$ cat src/rtl/hive_uart_pkg.sv
// Shared types and register field positions for the rbus UART TX port.
package hive_uart_pkg;

   typedef enum logic [1:0] {IDLE, START, DATA, STOP} tx_state_e;

   // Status flag offsets counted down from the rbus MSB: flag lives at bit ALU_W-1-x.
   localparam int NFULL_BIT = 0;
   localparam int BUSY_BIT  = 1;
   localparam int OVF_BIT   = 2;

   localparam int DIV_W     = 16;
   localparam int FLUSH_BIT = 16;

   // A zero divisor would never end a bit; treat it as one clock per bit.
   function automatic logic [DIV_W-1:0] clamp_div(input logic [DIV_W-1:0] d);
      return (d == '0) ? DIV_W'(1) : d;
   endfunction

endpackage

$ cat src/rtl/hive_uart_tx_fifo_mem.sv
// Synchronous FIFO with level output, flush, and full judged on the pre-cycle level.
module hive_uart_tx_fifo_mem #(
   parameter int DATA_W = 8,
   parameter int ADDR_W = 4
) (
   input  logic              clk,
   input  logic              rst_n,
   input  logic              push,
   input  logic              pop,
   input  logic              flush,
   input  logic [DATA_W-1:0] wr_data,
   output logic [DATA_W-1:0] rd_data,
   output logic [ADDR_W:0]   level,
   output logic              full,
   output logic              empty
);
   localparam int DEPTH = 2**ADDR_W;

   logic [DATA_W-1:0] mem [DEPTH];
   logic [ADDR_W-1:0] wr_ptr, rd_ptr;
   logic              push_ok, pop_ok;

   assign full    = (level == (ADDR_W+1)'(DEPTH));
   assign empty   = (level == '0);
   assign push_ok = push && !full;
   assign pop_ok  = pop && !empty;
   assign rd_data = mem[rd_ptr];

   always_ff @(posedge clk) begin
      if (push_ok) mem[wr_ptr] <= wr_data;
   end

   // Flush wins over a same-cycle pop so the FIFO always ends empty.
   always_ff @(posedge clk or negedge rst_n) begin
      if (!rst_n) begin
         wr_ptr <= '0;
         rd_ptr <= '0;
         level  <= '0;
      end else if (flush) begin
         wr_ptr <= '0;
         rd_ptr <= '0;
         level  <= '0;
      end else begin
         if (push_ok) wr_ptr <= wr_ptr + ADDR_W'(1);
         if (pop_ok)  rd_ptr <= rd_ptr + ADDR_W'(1);
         level <= level + (ADDR_W+1)'(push_ok) - (ADDR_W+1)'(pop_ok);
      end
   end

endmodule

$ cat src/rtl/hive_reg_uart_tx_fifo.sv
// rbus-mapped serial TX port: data/status at ADDR, divisor/flush config at ADDR+1.
// Optional MIDI running-status compression: define HIVE_UART_RUNNING_STATUS_EN (DATA_W = 8 only).
module hive_reg_uart_tx_fifo
   import hive_uart_pkg::*;
#(
   parameter int ALU_W       = 32,
   parameter int RBUS_ADDR_W = 8,
   parameter int ADDR        = 0,
   parameter int DATA_W      = 8,
   parameter int STOP_BITS   = 1,
   parameter int FIFO_ADDR_W = 4,
   parameter int DIV_INIT    = 1600
) (
   input  logic                   clk_i,
   input  logic                   rst_n_i,
   input  logic [RBUS_ADDR_W-1:0] rbus_addr_i,
   input  logic                   rbus_wr_i,
   input  logic                   rbus_rd_i,
   input  logic [ALU_W-1:0]       rbus_wr_data_i,
   output logic [ALU_W-1:0]       rbus_rd_data_o,
   output logic                   tx_o
);
   localparam int LVL_W = FIFO_ADDR_W + 1;
   localparam int IDX_W = 5;

   logic              sel_data, sel_cfg, push, flush, pop, full, empty, ovf, discard;
   logic [DATA_W-1:0] head, shreg;
   logic [LVL_W-1:0]  level;
   logic [DIV_W-1:0]  divisor, bit_div, cnt;
   logic [IDX_W-1:0]  idx;
   logic [ALU_W-1:0]  status;
   logic              tx, tx_nx, bit_end, load, shift, idx_clr, idx_inc;
   tx_state_e         state, state_nx;
   logic              unused;

   assign sel_data = (rbus_addr_i == RBUS_ADDR_W'(ADDR));
   assign sel_cfg  = (rbus_addr_i == RBUS_ADDR_W'(ADDR + 1));
   assign push     = rbus_wr_i && sel_data;
   assign flush    = rbus_wr_i && sel_cfg && rbus_wr_data_i[FLUSH_BIT];
   assign unused   = ^rbus_wr_data_i[ALU_W-1:FLUSH_BIT+1];

   hive_uart_tx_fifo_mem #(.DATA_W(DATA_W), .ADDR_W(FIFO_ADDR_W)) u_fifo (
      .clk     (clk_i),
      .rst_n   (rst_n_i),
      .push    (push),
      .pop     (pop),
      .flush   (flush),
      .wr_data (rbus_wr_data_i[DATA_W-1:0]),
      .rd_data (head),
      .level   (level),
      .full    (full),
      .empty   (empty)
   );

`ifdef HIVE_UART_RUNNING_STATUS_EN
   logic [7:0] run_status;
   logic       is_chan, is_sys;

   assign is_chan = head[7] && (head[7:4] != 4'hF);
   assign is_sys  = (head[7:3] == 5'b11110);
   assign discard = is_chan && (head[7:0] == run_status);

   // Zero never matches a channel status byte, so it doubles as "no status stored".
   always_ff @(posedge clk_i or negedge rst_n_i) begin
      if (!rst_n_i)    run_status <= '0;
      else if (flush)  run_status <= '0;
      else if (pop) begin
         if (is_chan)     run_status <= head[7:0];
         else if (is_sys) run_status <= '0;
      end
   end
`else
   assign discard = 1'b0;
`endif

   always_comb begin
      status = '0;
      status[ALU_W-1-NFULL_BIT] = !full;
      status[ALU_W-1-BUSY_BIT]  = !empty || (state != IDLE);
      status[ALU_W-1-OVF_BIT]   = ovf;
      status[LVL_W-1:0]         = level;
   end

   // A write rejected this cycle re-arms overflow even when a status read clears it.
   always_ff @(posedge clk_i or negedge rst_n_i) begin
      if (!rst_n_i) begin
         ovf            <= 1'b0;
         divisor        <= DIV_W'(DIV_INIT);
         rbus_rd_data_o <= '0;
      end else begin
         ovf <= (push && full) || (ovf && !(rbus_rd_i && sel_data));
         if (rbus_wr_i && sel_cfg) divisor <= clamp_div(rbus_wr_data_i[DIV_W-1:0]);
         if (rbus_rd_i && sel_data)     rbus_rd_data_o <= status;
         else if (rbus_rd_i && sel_cfg) rbus_rd_data_o <= ALU_W'(divisor);
         else                           rbus_rd_data_o <= '0;
      end
   end

   assign bit_end = (cnt == bit_div - DIV_W'(1));

   always_comb begin
      state_nx = state;
      tx_nx    = tx;
      pop      = 1'b0;
      load     = 1'b0;
      shift    = 1'b0;
      idx_clr  = 1'b0;
      idx_inc  = 1'b0;
      case (state)
         IDLE: begin
            if (!empty) begin
               pop = 1'b1;
               if (!discard) begin
                  load     = 1'b1;
                  state_nx = START;
                  tx_nx    = 1'b0;
               end
            end
         end
         START: begin
            if (bit_end) begin
               state_nx = DATA;
               tx_nx    = shreg[0];
               shift    = 1'b1;
               idx_clr  = 1'b1;
            end
         end
         DATA: begin
            if (bit_end) begin
               if (idx == IDX_W'(DATA_W - 1)) begin
                  state_nx = STOP;
                  tx_nx    = 1'b1;
                  idx_clr  = 1'b1;
               end else begin
                  tx_nx   = shreg[0];
                  shift   = 1'b1;
                  idx_inc = 1'b1;
               end
            end
         end
         STOP: begin
            if (bit_end) begin
               if (idx == IDX_W'(STOP_BITS - 1)) begin
                  // Back-to-back frames: the next start bit follows the last stop bit directly.
                  tx_nx    = 1'b1;
                  state_nx = IDLE;
                  if (!empty) begin
                     pop = 1'b1;
                     if (!discard) begin
                        load     = 1'b1;
                        state_nx = START;
                        tx_nx    = 1'b0;
                     end
                  end
               end else begin
                  idx_inc = 1'b1;
               end
            end
         end
         default: state_nx = IDLE;
      endcase
   end

   always_ff @(posedge clk_i or negedge rst_n_i) begin
      if (!rst_n_i) begin
         state <= IDLE;
         tx    <= 1'b1;
      end else begin
         state <= state_nx;
         tx    <= tx_nx;
      end
   end

   always_ff @(posedge clk_i or negedge rst_n_i) begin
      if (!rst_n_i) begin
         shreg   <= '0;
         bit_div <= DIV_W'(1);
         cnt     <= '0;
         idx     <= '0;
      end else begin
         if (load) begin
            shreg   <= head;
            bit_div <= divisor;
         end else if (shift) begin
            shreg <= shreg >> 1;
         end
         cnt <= (load || bit_end) ? '0 : cnt + DIV_W'(1);
         if (idx_clr)      idx <= '0;
         else if (idx_inc) idx <= idx + IDX_W'(1);
      end
   end

   assign tx_o = tx;

endmodule

$ cat config.mk
export PLATFORM = sky130hd
export DESIGN_NAME = hive_reg_uart_tx_fifo
export DESIGN_NICKNAME = d
export VERILOG_FILES = /design/src/rtl/hive_uart_pkg.sv /design/src/rtl/hive_uart_tx_fifo_mem.sv /design/src/rtl/hive_reg_uart_tx_fifo.sv
export SDC_FILE = /design/constraint.sdc
export NUM_CORES = 1
export LEC_CHECK = 0
export ABC_AREA = 1
export BUFFER_PORTS_ARGS = -buffer_cell sky130_fd_sc_hd__buf_4
export CAP_MARGIN = 20
export CORE_AREA = 3 3 152 154
export CTS_CLUSTER_SIZE = 12
export DETAILED_ROUTE_END_ITERATION = 12
export DIE_AREA = 0 0 155 157
export GPL_ROUTABILITY_DRIVEN = 0
export PLACE_DENSITY = 0.65
export SLEW_MARGIN = 0
export SYNTH_ARGS = -nofsm -noshare
export SYNTH_HDL_FRONTEND = slang
export SYNTH_SLANG_ARGS = --single-unit
export TNS_END_PERCENT = 10
$ cat constraint.sdc
create_clock -name clk_i -period 5 [get_ports clk_i]
set_input_delay 0.25 -clock clk_i [delete_from_list [all_inputs] [get_ports clk_i]]
set_output_delay 0.25 -clock clk_i [all_outputs]
set_load 0.02 [all_outputs]
-- Word level (Yosys, flattened, before mapping)
Memories as Yosys holds them, arrays and structs flattened.
Cells that the tools add are included.
- add/sub/neg operators: 7
- equal/unequal tests: 13
- muxes and demuxes: 45
- reductions and logical operators: 27
- operators with widths (kind ; count):
    16-bit 2-to-1 mux ; 3
    32-bit 2-to-1 mux ; 1
    1-bit 2-to-1 mux ; 20
    16-bit by 1-bit adder with 16-bit output (second input constant) ; 1
    16-bit equality test ; 1
    16-bit logical NOT ; 1
    4-bit 2-to-1 mux ; 4
    8-bit 2-to-1 mux ; 2
    16-bit by 1-bit subtractor with 16-bit output (second input constant) ; 1
    5-bit 2-to-1 mux ; 3
    2-bit 2-to-1 mux ; 6
    2-bit inequality test (second input constant) ; 6
    5-bit logical NOT ; 2
    2-bit nonzero test ; 5
    1-bit logical AND ; 9
    4-bit by 1-bit adder with 4-bit output (second input constant) ; 2
    8-bit by 1-bit equality test with 1-bit output (second input constant) ; 1
    8-bit logical NOT ; 1
    1-bit case mux with 2 select lines ; 4
    2-bit case mux with 4 select lines ; 1
    6-bit AND reduction ; 1
    5-bit by 1-bit adder with 5-bit output ; 1
    5-bit by 1-bit adder with 5-bit output (second input constant) ; 1
    5-bit by 3-bit equality test with 1-bit output (second input constant) ; 1
    9 further kinds ; 14
- flip-flop bits (word level): 110
- memory bits (writable): 128
- logic and storage cells: 105
- memories: 1
- memory list (name ; words ; width ; read ports ; clocked after memory_dff ; write ports ; line ; RTL):
    u_fifo.mem ; 16 ; 8 ; 1 ; 0 ; 1 ; hive_uart_tx_fifo_mem.sv:19 ; logic [DATA_W-1:0] mem [DEPTH];

-- Depth between registers and ports, before layout
- depth in word-level cells: 8
- gate-level depth with buffers: 24
- gate-level depth less buffers: 24

-- By module
Synthesis repeated with hierarchy kept, for this count alone.
- cells, all modules: 1262
- area total of the unflattened synthesis: 11118.2 µm²
- by module, submodules not included (module ; instances ; cells an instance ; area an instance (µm²) ; sequential area each (µm²)):
    hive_uart_tx_fifo_mem ; 1 ; 643 ; 6384.9 ; 4169.0
    hive_reg_uart_tx_fifo ; 1 ; 619 ; 4733.3 ; 2108.3

-- Least setup slack after synthesis
OpenSTA, ideal clock, no wires.
- path type: register to register
- start point: register bit_div[0]
- end point: register u_fifo.level[4]
- setup time: 71 ps
- data arrival time: 3511 ps
- data required time: 4929 ps
- setup slack: 1417 ps
- cell stages (with the launch flop): 22
- path buffers: 0
- cells stage by stage: dfstp_2 inv_1 ha_1 xor2_1 nand2_1 nor2_1 nand2_1 nor2_1 nand2_1 nor2_2 nand4_4 a21oi_2 ha_1 inv_1 ha_1 inv_1 fa_1 or2_2 a21oi_1 nor2_1 xor2_1 nor2_1
- cells in the longest elaborated chain, start to end: 7
- RTL lines (what ; line ; RTL):
    start: declaration ; hive_reg_uart_tx_fifo.sv:29 ; logic [DIV_W-1:0] divisor, bit_div, cnt;
    start signal: assignment ; hive_reg_uart_tx_fifo.sv:183 ; bit_div <= divisor;
    16-bit by 1-bit subtractor with 16-bit output ; hive_reg_uart_tx_fifo.sv:99 ; assign bit_end = (cnt == bit_div - DIV_W'(1));
    16-bit equality test ; hive_reg_uart_tx_fifo.sv:99 ;
    1-bit 2-to-1 mux ; hive_reg_uart_tx_fifo.sv:142 ; if (bit_end) begin
    1-bit case mux with 2 select lines ; - ;
    1-bit logical AND ; hive_uart_tx_fifo_mem.sv:26 ; assign pop_ok = pop && !empty;
    5-bit by 1-bit subtractor with 5-bit output ; hive_uart_tx_fifo_mem.sv:46 ; level <= level + (ADDR_W+1)'(push_ok) - (ADDR_W+1)'(pop_ok);
    5-bit 2-to-1 mux ; hive_uart_tx_fifo_mem.sv:39 ; end else if (flush) begin
    end signal: assignment ; hive_uart_tx_fifo_mem.sv:46 ;
    end: declaration ; hive_uart_tx_fifo_mem.sv:13 ; output logic [ADDR_W:0] level,
No other way between the ends.
A chain may end at the register's enable or synchronous reset.

-- Worst setup path in the final report
Ends and elaborated chain as after synthesis.

==> key figures <==
Global routing
  – First-pass GRT wire length: 38600 um
  – Most Crowded Layer GR: met2
  – Grt met2 use: 0.333
  – Total track usage: 0.199
  – Largest net degree at the start of global routing: 67
  – Total global routing overflow: 0
  – M1 GR Usage: 0.266
  – Met3 Use GR: 0.0286
  – Vias in the first global route: 7362
  – Initial antenna violation count: 0

Synthesis
  – Most numerous cell in the Yosys netlist: nand2_1
  – Synthesized flop and latch total: 225
  – Avg Inst Size Synth: 9.83 um^2
  – Synth cell types: 45
  – Yosys warning count: 0
  – EDFF count, synth: 128
  – Top post-synthesis cells by count: 213 x nand2_1, 128 x edfxtp_1, 124 x nor2_1, 112 x inv_1, 92 x dfrtp_1
  – Top post-synthesis cells by area: edfxtp_1 37%, dfrtp_1 22%, nand2_1 7.7%, nor2_1 4.5%, inv_1 4.0%
  – Synthesized cell area: 10400 um^2
  – Seq/Total Area, Yosys: 0.602
  – Top_reg_cell synth: edfxtp_1
  – Synth top area share: 0.369
  – Cells after Synth: 1060
  – Leading area contributor after synthesis: edfxtp_1
  – Share of synthesized flip-flops with an asynchronous set or reset: 0.431

Setup path
  – CP Launch Type: register
  – Worst Setup End Kind: register
  – Critical path fanouts, max: 8
  – Critical path required time: 5420 ps
  – Critical Path AT: 4340 ps
  – Critical path type: register to register

Power
  – Clock power share: 0.281
  – Power Total: 6.00 mW
  – Reg power frac: 0.387
  – Sw Pwr: 2.21 mW
  – Combinational fraction of design power: 0.332
  – Internal power: 3.79 mW
  – Leak Pwr: 5.03 nW
  – VDD IR max: 285 uV
  – P per Cell Area: 509 nW/um^2
  – Sw Share: 0.368

Clock tree
  – Num Clock Sinks: 225
  – Cts repair resizes: 0
  – Inserted Clock Buffers: 24
  – TritonCTS clock tree: yes
  – CTS Root Cell: clkbuf_16
  – Max Buffers Root-to-Sink: 3
  – Worst-Skew Late Latency: 530 ps
  – H-tree depth: 1
  – Clk slew on worst S/H paths: 60 ps

STA
  – Fin crit period: 3920 ps
  – Worst-Margin Slew: 923 ps
  – Final clock skew: 14.7 ps
  – Final Max Tran Viols: 0
  – Endpoints failing setup: 0
  – Setup WS post-layout: 1080 ps
  – Fmax: 255 MHz
  – Relative slew slack: 0.382
  – Fin. Hold Viols: 0
  – Setup_tns: 0 ps
  – Worst hold slack: 28.6 ps
  – Final worst path period share: 0.785
  – RSZ-0062 raised after global routing: no

Floorplan
  – Cell row count: 54
  – Boundary Pins: 77
  – Die Width: 155 um
  – Die ar.: 24300 um^2
  – Core footprint: 21800 um^2
  – Die Height: 157 um
  – Initial core utilization: 0.478

Placement
  – I/O Buffers: 48
  – Placed Instance Area: 11000 um^2
  – DPL Wire Length: 16100 um
  – Placed insts: 1363
  – Pre-CTS WS: 1080 ps

Detailed routing
  – Drt wl/cell: 16.9 um
  – Vias: 7420
  – Drt first pass iters: 5
  – Drt drc: 0
  – Detailed Route Iter0 Violations: 503
  – DRT antenna net count: 0
  – Via/cell ratio: 5.28
  – Total wire length: 23800 um

Flow run
  – MaxCap Viol Count: 0

Final layout
  – Core Util, Final: 0.540
  – Syn-to-layout area delta: 13.0%
  – Final Cell Area: 11800 um^2
  – Cell Count, Final, Fillers Out: 1406
  – Final net count: 1177
  – Share of post-route cells with drive strength above 1: 0.113
  – Inserted Diodes: 0

Outcome
  – Status: finished clean

Worst hold path
  – Worst min-delay path class: input port to register
[placed cells by master, fill, tap and decap left out, types with 5 or more instances in the layout]
| cell type | netlist | routed |
|---|---|---|
| o21ai_1 | 12 | 12 |
| a221oi_1 | 9 | 9 |
| nor4_1 | 5 | 5 |
| buf_4 | 14 | 55 |
| nand3_1 | 56 | 56 |
| edfxtp_1 | 128 | 128 |
| xor2_1 | 12 | 12 |
| clkinv_1 | 1 | 7 |
| o21ai_0 | 71 | 71 |
| nor2_1 | 124 | 124 |
| o21ai_2 | 6 | 6 |
| xnor2_1 | 7 | 7 |
| inv_1 | 112 | 111 |
| nor2_4 | 5 | 5 |
| ha_1 | 20 | 20 |
| nor3_1 | 15 | 15 |
| nand3b_1 | 9 | 9 |
| o221ai_1 | 6 | 6 |
| nor2_2 | 7 | 7 |
| conb_1 | 1 | 13 |
| a21oi_1 | 34 | 34 |
| clkbuf_1 | 27 | 5 |
| dfrtp_1 | 92 | 91 |
| nand2_1 | 213 | 213 |
| dfstp_2 | 5 | 5 |
| nand4_1 | 22 | 22 |
| clkbuf_16 | 0 | 24 |
| o22ai_1 | 15 | 15 |
[worst max-delay path: stages (launching register included)]
cell and delay, ps:
dfstp_2 560, inv_1 80, ha_1 250, nand2_1 110, nand2_1 60, nand2_1 50, nand2_1 60, nor2_1 190
nand2_1 80, nor2_1 90, nand2_1 80, nor2_2 150, nand4_4 120, a21oi_2 130, buf_4 180, ha_1 230
inv_1 60, ha_1 160, inv_1 60, fa_1 370, or2_2 310, a21oi_1 150, nor2_1 60, xor2_1 130
nor2_1 60
[final timing paths]
path / startpoint / cells after the start / slack [ps] / end
max reg2reg: bit_div[0] / 24 / 1080 / u_fifo.level[4]
min reg2reg: divisor[14] / 2 / 480 / divisor[14]
max in group asynchronous: rst_n_i / 3 / 3610 / u_fifo.rd_ptr[0]
max: bit_div[0] / 24 / 1080 / u_fifo.level[4]
min: rbus_wr_data_i[11] / 3 / 30 / divisor[11]
min in group asynchronous: rst_n_i / 2 / 230 / divisor[8]
[what timing repair did]
action | in CTS | in global routing
setup buffers | 0 | 0
endpoints found under the hold margin | 36 | 0
hold buffers | 3 | 0
[final cells by class]
| cell class | count | area, um^2 |
|---|---|---|
| timing repair buffer | 58 | 443 |
| clock buffer | 33 | 674 |
| multi-input combinational | 686 | 3510 |
| tap | 280 | 350 |
| clock inverter | 7 | 78.8 |
| sequential | 225 | 6280 |
| fill | 1963 | 10000 |
| inverter | 117 | 439 |
[routing by layer]
| metal | share of wire | wire, um | vias to the layer above |
|---|---|---|---|
| met5 | 0 | 0 | - |
| met3 | 0.044 | 1040 | 57 |
| met4 | 0.034 | 817 | 0 |
| li1 | - | - | 3658 |
| met1 | 0.45 | 10600 | 3510 |
| met2 | 0.48 | 11300 | 195 |
[sequential cells by signal, summed over array words and instances, names as in the netlist]
register / cells
divisor: 16
u_fifo.wr_ptr: 4
shreg: 8
cnt: 16
u_fifo.mem: 128
idx: 5
rbus_rd_data_o: 19
state: 2
tx_o: 1
ovf: 1
bit_div: 16
u_fifo.level: 5
u_fifo.rd_ptr: 4
[power groups by stage]
stage / registers (mW) / clock network [mW] / logic [mW]
2_1_floorplan: 2.30 / 0 / 1.53
6_report: 2.32 / 1.69 / 1.99
3_3_place_gp: 2.35 / 0 / 1.94
4_1_cts: 2.32 / 1.72 / 2.00
5_1_grt: 2.35 / 1.79 / 2.29
3_5_place_dp: 2.36 / 0 / 1.98
[kinds of logic after synthesis]
| group | synth area share |
|---|---|
| buffers and inverters | 0.0652 |
| other | 0.000360 |
| xor gates and xnor gates | 0.0160 |
| AOI/OAI and AO/OA | 0.0899 |
| adders and majority gates | 0.0259 |
| DFF | 0.602 |
| and+or+nand+nor | 0.200 |
Power figures use the tool's default switching activity.
